### src/rtl/axil_gpio_pkg.sv
// axil_gpio_pkg: register offsets, response codes and FSM states
// shared by the AXI-Lite GPIO bank.
package axil_gpio_pkg;

  localparam logic [3:0] OFS_OUT = 4'h0;
  localparam logic [3:0] OFS_DIR = 4'h4;
  localparam logic [3:0] OFS_IN  = 4'h8;
  localparam logic [3:0] OFS_IRQ = 4'hC;

  localparam logic [1:0] RESP_OKAY   = 2'b00;
  localparam logic [1:0] RESP_SLVERR = 2'b10;

  typedef enum logic {W_IDLE, W_RESP} w_state_e;
  typedef enum logic {R_IDLE, R_DATA} r_state_e;

  // Expand byte strobes to a 32-bit bit mask.
  function automatic logic [31:0] strb_mask(input logic [3:0] s);
    return {{8{s[3]}}, {8{s[2]}}, {8{s[1]}}, {8{s[0]}}};
  endfunction

endpackage

### src/rtl/axil_gpio_bank_sync.sv
// gpio_sync: 2-flop input synchroniser; with GPIO_IRQ_EN defined it
// also keeps the previous synced value and flags any edge.
module gpio_sync #(
  parameter int W = 32
) (
  input  logic         clk,
  input  logic         rst,
  input  logic [W-1:0] d_i,
`ifdef GPIO_IRQ_EN
  output logic [W-1:0] edge_o,
`endif
  output logic [W-1:0] q_o
);

  logic [W-1:0] s1_q, s1_d;
  logic [W-1:0] s2_q, s2_d;

  always_comb begin
    s1_d = d_i;
    s2_d = s1_q;
  end

  always_ff @(posedge clk or posedge rst) begin
    if (rst) begin
      s1_q <= '0;
      s2_q <= '0;
    end else begin
      s1_q <= s1_d;
      s2_q <= s2_d;
    end
  end

  assign q_o = s2_q;

`ifdef GPIO_IRQ_EN
  logic [W-1:0] prev_q, prev_d;

  always_comb prev_d = s2_q;

  always_ff @(posedge clk or posedge rst) begin
    if (rst) prev_q <= '0;
    else     prev_q <= prev_d;
  end

  assign edge_o = s2_q ^ prev_q;
`endif

endmodule

### src/rtl/axil_gpio_bank.sv
// axil_gpio_bank: AXI4-Lite slave with NUM_CH GPIO channels (OUT/DIR/IN).
// Define GPIO_IRQ_EN to add per-channel edge IRQ_STAT (W1C) and irq.
module axil_gpio_bank
  import axil_gpio_pkg::*;
#(
  parameter int ADDR_WIDTH = 7,
  parameter int NUM_CH     = 4,
  parameter int GPIO_WIDTH = 32
) (
  input  logic                         S_AXI_ACLK,
  input  logic                         S_AXI_ARESET,
  input  logic [ADDR_WIDTH-1:0]        S_AXI_AWADDR,
  input  logic                         S_AXI_AWVALID,
  output logic                         S_AXI_AWREADY,
  input  logic [31:0]                  S_AXI_WDATA,
  input  logic [3:0]                   S_AXI_WSTRB,
  input  logic                         S_AXI_WVALID,
  output logic                         S_AXI_WREADY,
  output logic [1:0]                   S_AXI_BRESP,
  output logic                         S_AXI_BVALID,
  input  logic                         S_AXI_BREADY,
  input  logic [ADDR_WIDTH-1:0]        S_AXI_ARADDR,
  input  logic                         S_AXI_ARVALID,
  output logic                         S_AXI_ARREADY,
  output logic [31:0]                  S_AXI_RDATA,
  output logic [1:0]                   S_AXI_RRESP,
  output logic                         S_AXI_RVALID,
  input  logic                         S_AXI_RREADY,
  output logic [NUM_CH*GPIO_WIDTH-1:0] gpio_o,
  output logic [NUM_CH*GPIO_WIDTH-1:0] gpio_oe,
  input  logic [NUM_CH*GPIO_WIDTH-1:0] gpio_i,
  output logic                         irq
);

  localparam int GW = GPIO_WIDTH;

  typedef logic [GW-1:0] word_t;

  w_state_e w_state_q, w_state_d;
  r_state_e r_state_q, r_state_d;

  logic awready_q, awready_d;
  logic wready_q, wready_d;
  logic bvalid_q, bvalid_d;
  logic [1:0] bresp_q, bresp_d;
  logic aw_got_q, aw_got_d;
  logic w_got_q, w_got_d;
  logic [ADDR_WIDTH-1:0] awaddr_q, awaddr_d;
  logic [31:0] wdata_q, wdata_d;
  logic [3:0] wstrb_q, wstrb_d;

  logic arready_q, arready_d;
  logic rvalid_q, rvalid_d;
  logic [1:0] rresp_q, rresp_d;
  logic [31:0] rdata_q, rdata_d;

  word_t out_q [NUM_CH];
  word_t out_d [NUM_CH];
  word_t dir_q [NUM_CH];
  word_t dir_d [NUM_CH];
  word_t in_s  [NUM_CH];

  logic aw_hs, w_hs;
  logic [31:0] wmask;

`ifdef GPIO_IRQ_EN
  word_t stat_q   [NUM_CH];
  word_t stat_d   [NUM_CH];
  word_t stat_clr [NUM_CH];
  word_t edge_s   [NUM_CH];
  logic irq_q, irq_d;
`endif

  for (genvar c = 0; c < NUM_CH; c++) begin : g_ch
    gpio_sync #(.W(GW)) u_sync (
      .clk    (S_AXI_ACLK),
      .rst    (S_AXI_ARESET),
      .d_i    (gpio_i[c*GW +: GW]),
`ifdef GPIO_IRQ_EN
      .edge_o (edge_s[c]),
`endif
      .q_o    (in_s[c])
    );
    assign gpio_o[c*GW +: GW]  = out_q[c];
    assign gpio_oe[c*GW +: GW] = dir_q[c];
  end

  function automatic word_t merge(
    input word_t       old,
    input logic [31:0] d,
    input logic [31:0] m
  );
    return (old & ~m[GW-1:0]) | (d[GW-1:0] & m[GW-1:0]);
  endfunction

  // Write path: AW and W latch independently, commit once both are held.
  always_comb begin
    w_state_d = w_state_q;
    bvalid_d  = bvalid_q;
    bresp_d   = bresp_q;
    aw_got_d  = aw_got_q;
    w_got_d   = w_got_q;
    awaddr_d  = awaddr_q;
    wdata_d   = wdata_q;
    wstrb_d   = wstrb_q;
    out_d     = out_q;
    dir_d     = dir_q;
`ifdef GPIO_IRQ_EN
    for (int c = 0; c < NUM_CH; c++) stat_clr[c] = '0;
`endif
    aw_hs = S_AXI_AWVALID & awready_q;
    w_hs  = S_AXI_WVALID & wready_q;
    if (aw_hs) begin
      aw_got_d = 1'b1;
      awaddr_d = S_AXI_AWADDR;
    end
    if (w_hs) begin
      w_got_d = 1'b1;
      wdata_d = S_AXI_WDATA;
      wstrb_d = S_AXI_WSTRB;
    end
    wmask = strb_mask(wstrb_d);
    unique case (w_state_q)
      W_IDLE: begin
        if (aw_got_d && w_got_d) begin
          bresp_d = RESP_SLVERR;
          for (int c = 0; c < NUM_CH; c++) begin
            if (int'(awaddr_d[ADDR_WIDTH-1:4]) == c) begin
              bresp_d = RESP_OKAY;
              unique case (awaddr_d[3:2])
                OFS_OUT[3:2]: out_d[c] = merge(out_q[c], wdata_d, wmask);
                OFS_DIR[3:2]: dir_d[c] = merge(dir_q[c], wdata_d, wmask);
                OFS_IN[3:2]:  ;
`ifdef GPIO_IRQ_EN
                OFS_IRQ[3:2]: stat_clr[c] = wdata_d[GW-1:0] & wmask[GW-1:0];
`else
                OFS_IRQ[3:2]: ;
`endif
              endcase
            end
          end
          w_state_d = W_RESP;
          bvalid_d  = 1'b1;
          aw_got_d  = 1'b0;
          w_got_d   = 1'b0;
        end
      end
      W_RESP: begin
        if (S_AXI_BREADY) begin
          bvalid_d  = 1'b0;
          w_state_d = W_IDLE;
        end
      end
    endcase
    awready_d = (w_state_d == W_IDLE) && !aw_got_d;
    wready_d  = (w_state_d == W_IDLE) && !w_got_d;
  end

  always_comb begin
    r_state_d = r_state_q;
    rvalid_d  = rvalid_q;
    rdata_d   = rdata_q;
    rresp_d   = rresp_q;
    unique case (r_state_q)
      R_IDLE: begin
        if (S_AXI_ARVALID && arready_q) begin
          rdata_d = '0;
          rresp_d = RESP_SLVERR;
          for (int c = 0; c < NUM_CH; c++) begin
            if (int'(S_AXI_ARADDR[ADDR_WIDTH-1:4]) == c) begin
              rresp_d = RESP_OKAY;
              unique case (S_AXI_ARADDR[3:2])
                OFS_OUT[3:2]: rdata_d = 32'(out_q[c]);
                OFS_DIR[3:2]: rdata_d = 32'(dir_q[c]);
                OFS_IN[3:2]:  rdata_d = 32'(in_s[c]);
`ifdef GPIO_IRQ_EN
                OFS_IRQ[3:2]: rdata_d = 32'(stat_q[c]);
`else
                OFS_IRQ[3:2]: rdata_d = '0;
`endif
              endcase
            end
          end
          r_state_d = R_DATA;
          rvalid_d  = 1'b1;
        end
      end
      R_DATA: begin
        if (S_AXI_RREADY) begin
          rvalid_d  = 1'b0;
          r_state_d = R_IDLE;
        end
      end
    endcase
    arready_d = (r_state_d == R_IDLE);
  end

`ifdef GPIO_IRQ_EN
  // A fresh edge outranks a same-cycle clear.
  always_comb begin
    irq_d = 1'b0;
    for (int c = 0; c < NUM_CH; c++) begin
      stat_d[c] = (stat_q[c] & ~stat_clr[c]) | edge_s[c];
      irq_d     = irq_d | (|stat_d[c]);
    end
  end

  always_ff @(posedge S_AXI_ACLK or posedge S_AXI_ARESET) begin
    if (S_AXI_ARESET) begin
      stat_q <= '{default: '0};
      irq_q  <= 1'b0;
    end else begin
      stat_q <= stat_d;
      irq_q  <= irq_d;
    end
  end

  assign irq = irq_q;
`else
  assign irq = 1'b0;
`endif

  always_ff @(posedge S_AXI_ACLK or posedge S_AXI_ARESET) begin
    if (S_AXI_ARESET) begin
      w_state_q <= W_IDLE;
      r_state_q <= R_IDLE;
      awready_q <= 1'b0;
      wready_q  <= 1'b0;
      bvalid_q  <= 1'b0;
      bresp_q   <= RESP_OKAY;
      aw_got_q  <= 1'b0;
      w_got_q   <= 1'b0;
      awaddr_q  <= '0;
      wdata_q   <= '0;
      wstrb_q   <= '0;
      arready_q <= 1'b0;
      rvalid_q  <= 1'b0;
      rresp_q   <= RESP_OKAY;
      rdata_q   <= '0;
      out_q     <= '{default: '0};
      dir_q     <= '{default: '0};
    end else begin
      w_state_q <= w_state_d;
      r_state_q <= r_state_d;
      awready_q <= awready_d;
      wready_q  <= wready_d;
      bvalid_q  <= bvalid_d;
      bresp_q   <= bresp_d;
      aw_got_q  <= aw_got_d;
      w_got_q   <= w_got_d;
      awaddr_q  <= awaddr_d;
      wdata_q   <= wdata_d;
      wstrb_q   <= wstrb_d;
      arready_q <= arready_d;
      rvalid_q  <= rvalid_d;
      rresp_q   <= rresp_d;
      rdata_q   <= rdata_d;
      out_q     <= out_d;
      dir_q     <= dir_d;
    end
  end

  assign S_AXI_AWREADY = awready_q;
  assign S_AXI_WREADY  = wready_q;
  assign S_AXI_BVALID  = bvalid_q;
  assign S_AXI_BRESP   = bresp_q;
  assign S_AXI_ARREADY = arready_q;
  assign S_AXI_RVALID  = rvalid_q;
  assign S_AXI_RRESP   = rresp_q;
  assign S_AXI_RDATA   = rdata_q;

  logic unused_addr;
  assign unused_addr = ^{awaddr_q[1:0], S_AXI_ARADDR[1:0]};

endmodule

### config.mk
export PLATFORM = sky130hd
export DESIGN_NAME = axil_gpio_bank
export DESIGN_NICKNAME = d
export VERILOG_FILES = /design/src/rtl/axil_gpio_pkg.sv /design/src/rtl/axil_gpio_bank_sync.sv /design/src/rtl/axil_gpio_bank.sv
export SDC_FILE = /design/constraint.sdc
export NUM_CORES = 1
export LEC_CHECK = 0
export ABC_AREA = 1
export CAP_MARGIN = 20
export CORE_ASPECT_RATIO = 2
export CORE_MARGIN = 3
export CORE_UTILIZATION = 35
export CTS_BUF_LIST = sky130_fd_sc_hd__clkbuf_16
export DETAILED_ROUTE_END_ITERATION = 7
export SLEW_MARGIN = 20
export SYNTH_ARGS = -nofsm -noshare
export SYNTH_HDL_FRONTEND = slang
export SYNTH_HIERARCHICAL = 1
export SYNTH_SLANG_ARGS = --single-unit
### constraint.sdc
create_clock -name S_AXI_ACLK -period 16.2 [get_ports S_AXI_ACLK]
set_input_delay 3.24 -clock S_AXI_ACLK [delete_from_list [all_inputs] [get_ports S_AXI_ACLK]]
set_output_delay 3.24 -clock S_AXI_ACLK [all_outputs]
set_load 0.02 [all_outputs]
==> flow_metrics.py <==
metrics = {
    "run_status": {
        "status": "finished clean",
    },
    "logic_synthesis": {
        "dominantRegCellSynth": "dfrtp_1",
        "synth_seq_area_share_pct": 62.40,
        "synth-seq-cells": 596,
        "postSynthAreaPerCell_sq_um": 9.283,
        "synthSimpleGateAreaFrac_pct": 32.97,
        "synth-xor-area-share_pct": 0,
        "ys_types": 26,
        "synthMuxAreaShare_pct": 0,
        "synth_compound_area_share_pct": 0.2513,
        "yosysWarningCount": 6,
        "synth-async-reset-ratio_pct": 100.0,
        "synth_top_family_by_area": "simple AND/OR/NAND/NOR gates",
        "synthAdderAreaFrac_pct": 0,
        "synth_edf_count": 0,
        "syn_area_sq_um": 23900,
        "synth_cells": 2575,
    },
    "min_path": {
        "min_path_type": "reg -> reg",
    },
    "pwr": {
        "pwr_density_cell_nw_per_um2": 165.5,
        "peakVddDrop_mv": 0.1010,
        "p_leak_nw": 14.71,
        "p_total_w": 0.005157,
    },
    "floorplan": {
        "start_util_pct": 35.55,
        "coreArea_sq_um": 67230,
        "die_h_um": 375.6,
        "rows": 134,
        "dieArea_sq_um": 71660,
        "io_pins": 483,
        "die_w_um": 190.8,
    },
    "routing": {
        "wl_um": 91620,
        "via_per_inst": 5.282,
        "detail-route-antenna-nets": 0,
        "vias": 20653,
        "wl_per_cell_um": 23.43,
        "first_pass_iters": 6,
        "drc": 0,
        "drt_iter0_drc": 2249,
    },
    "setup_path": {
        "startpoint_type": "input pin",
        "cp.arrival_ns": 6.94,
        "max_stage_delay_ns": 0.75,
        "crit_required_ns": 16.70,
        "end_kind": "flip-flop",
        "worst_path_max_delay_cell": "nand3_1",
        "criticalPathCategory": "in -> reg",
        "r2r_setup_slack_ns": 12.47,
        "cpMostUsedCell": "nand2_1",
        "critical_path.top_delay_family": "buffers and inverters",
        "worstPathCellList": "clkdlybuf4s50_1 -> nand2_2 -> buf_4 -> nand2_1 -> inv_1 -> nor2_4 -> nand2_2 -> inv_4 -> buf_4 -> nand3_1 -> nand2_1 -> nand2_1",
        "path_buf_inv": 5,
        "path_max_fanout": 68,
    },
    "clock_tree": {
        "clock_latency_ns": 0.62,
        "cts_tree": "yes",
        "cts_max_path_buffers": 3,
        "cts_setup_buffers": 0,
        "clock-sinks": 596,
        "cts_hold_buf": 0,
        "htree_levels": 2,
        "cts_inserted_buffers": 55,
        "cts_resized": 0,
        "cts-root-buf": "clkbuf_16",
        "cts.clk_slew.worst_paths_ns": 0.07,
    },
    "layout": {
        "seqCellArea_sq_um": 14910,
        "nets": 3165,
        "fill_cells": 6326,
        "multiInputGateArea_sq_um": 8010,
        "syn_to_final_growth_pct": 30.40,
        "drive_gt1_share_pct": 6.314,
    },
    "global_routing": {
        "antenna_found_initial": 1,
        "grt_pass1_vias": 20204,
        "grt_pass1_wl_um": 135200,
        "grt_max_degree": 132,
        "grt_usage_pct": 25.13,
        "grt_overflow_total": 0,
    },
    "timing": {
        "slew_headroom_pct": 20.53,
        "period_share_pct": 39.74,
        "setup_viol": 0,
        "finalSetupTns_ns": 0,
        "rsz0062_at_grt": "false",
        "worst_pin_slew_ns": 1.189,
        "clock_skew_ns": 0.02038,
        "hold_ws_ns": 0.3438,
        "hold_viol_final": 0,
        "maxSlewViolCount": 0,
        "post-route-min-period_ns": 6.439,
        "timing.fmax_mhz": 155.3,
    },
    "placed_design": {
        "place.gp.congestion": 0.9325,
        "dp_hpwl_um": 62620,
        "port_buffers": 475,
    },
    "job": {
        "maxCapViolCount": 0,
    },
}
==> cells in the final DEF (no fill, tap or decap), drive strengths merged, types with 15 or more instances in the layout <==
cell           netlist  layout
nor2               103     103
clkdlybuf4s50        0     473
clkbuf              66      55
clkinvlp             0      15
nand3              343     343
buf                 99      38
nand4              244     244
nand2             1067    1067
clkinv               3      22
inv                 36      40
dfrtp              596     596
==> final timing paths <==
kind	to	cells after the start	start
min in group asynchronous	g_ch[1].u_sync/q_o[6]	2	S_AXI_ARESET
hold reg to reg	g_ch[2].u_sync/q_o[27]	0	g_ch[2].u_sync/s1_q[27]
max in group asynchronous	async pin	4	S_AXI_ARESET
hold / removal	g_ch[2].u_sync/q_o[27]	0	g_ch[2].u_sync/s1_q[27]
setup reg to reg	flip-flop	11	S_AXI_WREADY
setup / recovery	flip-flop	12	S_AXI_WVALID
==> where the power goes <==
group	internal, W	switching, W
registers	0.00178	0.000249
clock network	0.000769	0.000606
logic	0.000578	0.00117
total	0.00313	0.00203
==> kinds of logic (layout without fill, tap and decap cells) <==
family | Yosys count | in the layout
other | 1 | 4
DFF | 596 | 596
buffers and inverters | 204 | 652
and+or+nand+nor | 1762 | 1762
AOI/OAI and AO/OA | 12 | 12
==> routing by layer <==
metal	vias to the layer above	global-route usage (%)	share of wire, %
met2	1112	39.17	46
met4	0	10.13	4.2
met1	10088	34.01	41
met3	177	5.654	9.3
met5	-	0	0
li1	9276	-	-
==> through the flow <==
| step | setup slack [ns] | area [sq um] | instances | util (%) |
|---|---|---|---|---|
| after floorplan | 3.537 | 23910 | 2577 | - |
| after global placement | 9.160 | 29180 | 3803 | 43.40 |
| after detailed placement | 9.233 | 29180 | 3803 | 43.40 |
| after CTS | 9.839 | 31060 | 3905 | 46.20 |
| after global routing | 9.627 | 31170 | 3909 | 46.36 |
| final | 9.761 | 31170 | 3910 | 46.36 |
==> cell usage after synthesis, types with 5 or more instances <==
cell      number  share of area (%)
nand4_1      234                6.1
clkbuf_1      66                1.0
o21ai_0        9               0.19
buf_6         13               0.61
inv_1         32               0.50
nor2_1        97                1.5
nand2_2       11               0.29
dfrtp_1      596                 62
nand3_2        7               0.29
buf_1          5              0.079
nand2_1     1053                 17
nand4_2       10               0.52
buf_2         53                1.1
nand3_1      336                7.0
buf_4         27               0.85
==> area by class of cell <==
class | instances | area share (%)
sequential | 596 | 47.85
multi-input combinational | 1777 | 25.70
timing repair buffer | 511 | 16.32
clock buffer | 55 | 4.416
tap | 884 | 3.549
clock inverter | 47 | 1.638
inverter | 39 | 0.5178
antenna | 1 | 0.008029
(Power assumes the default switching activity.)
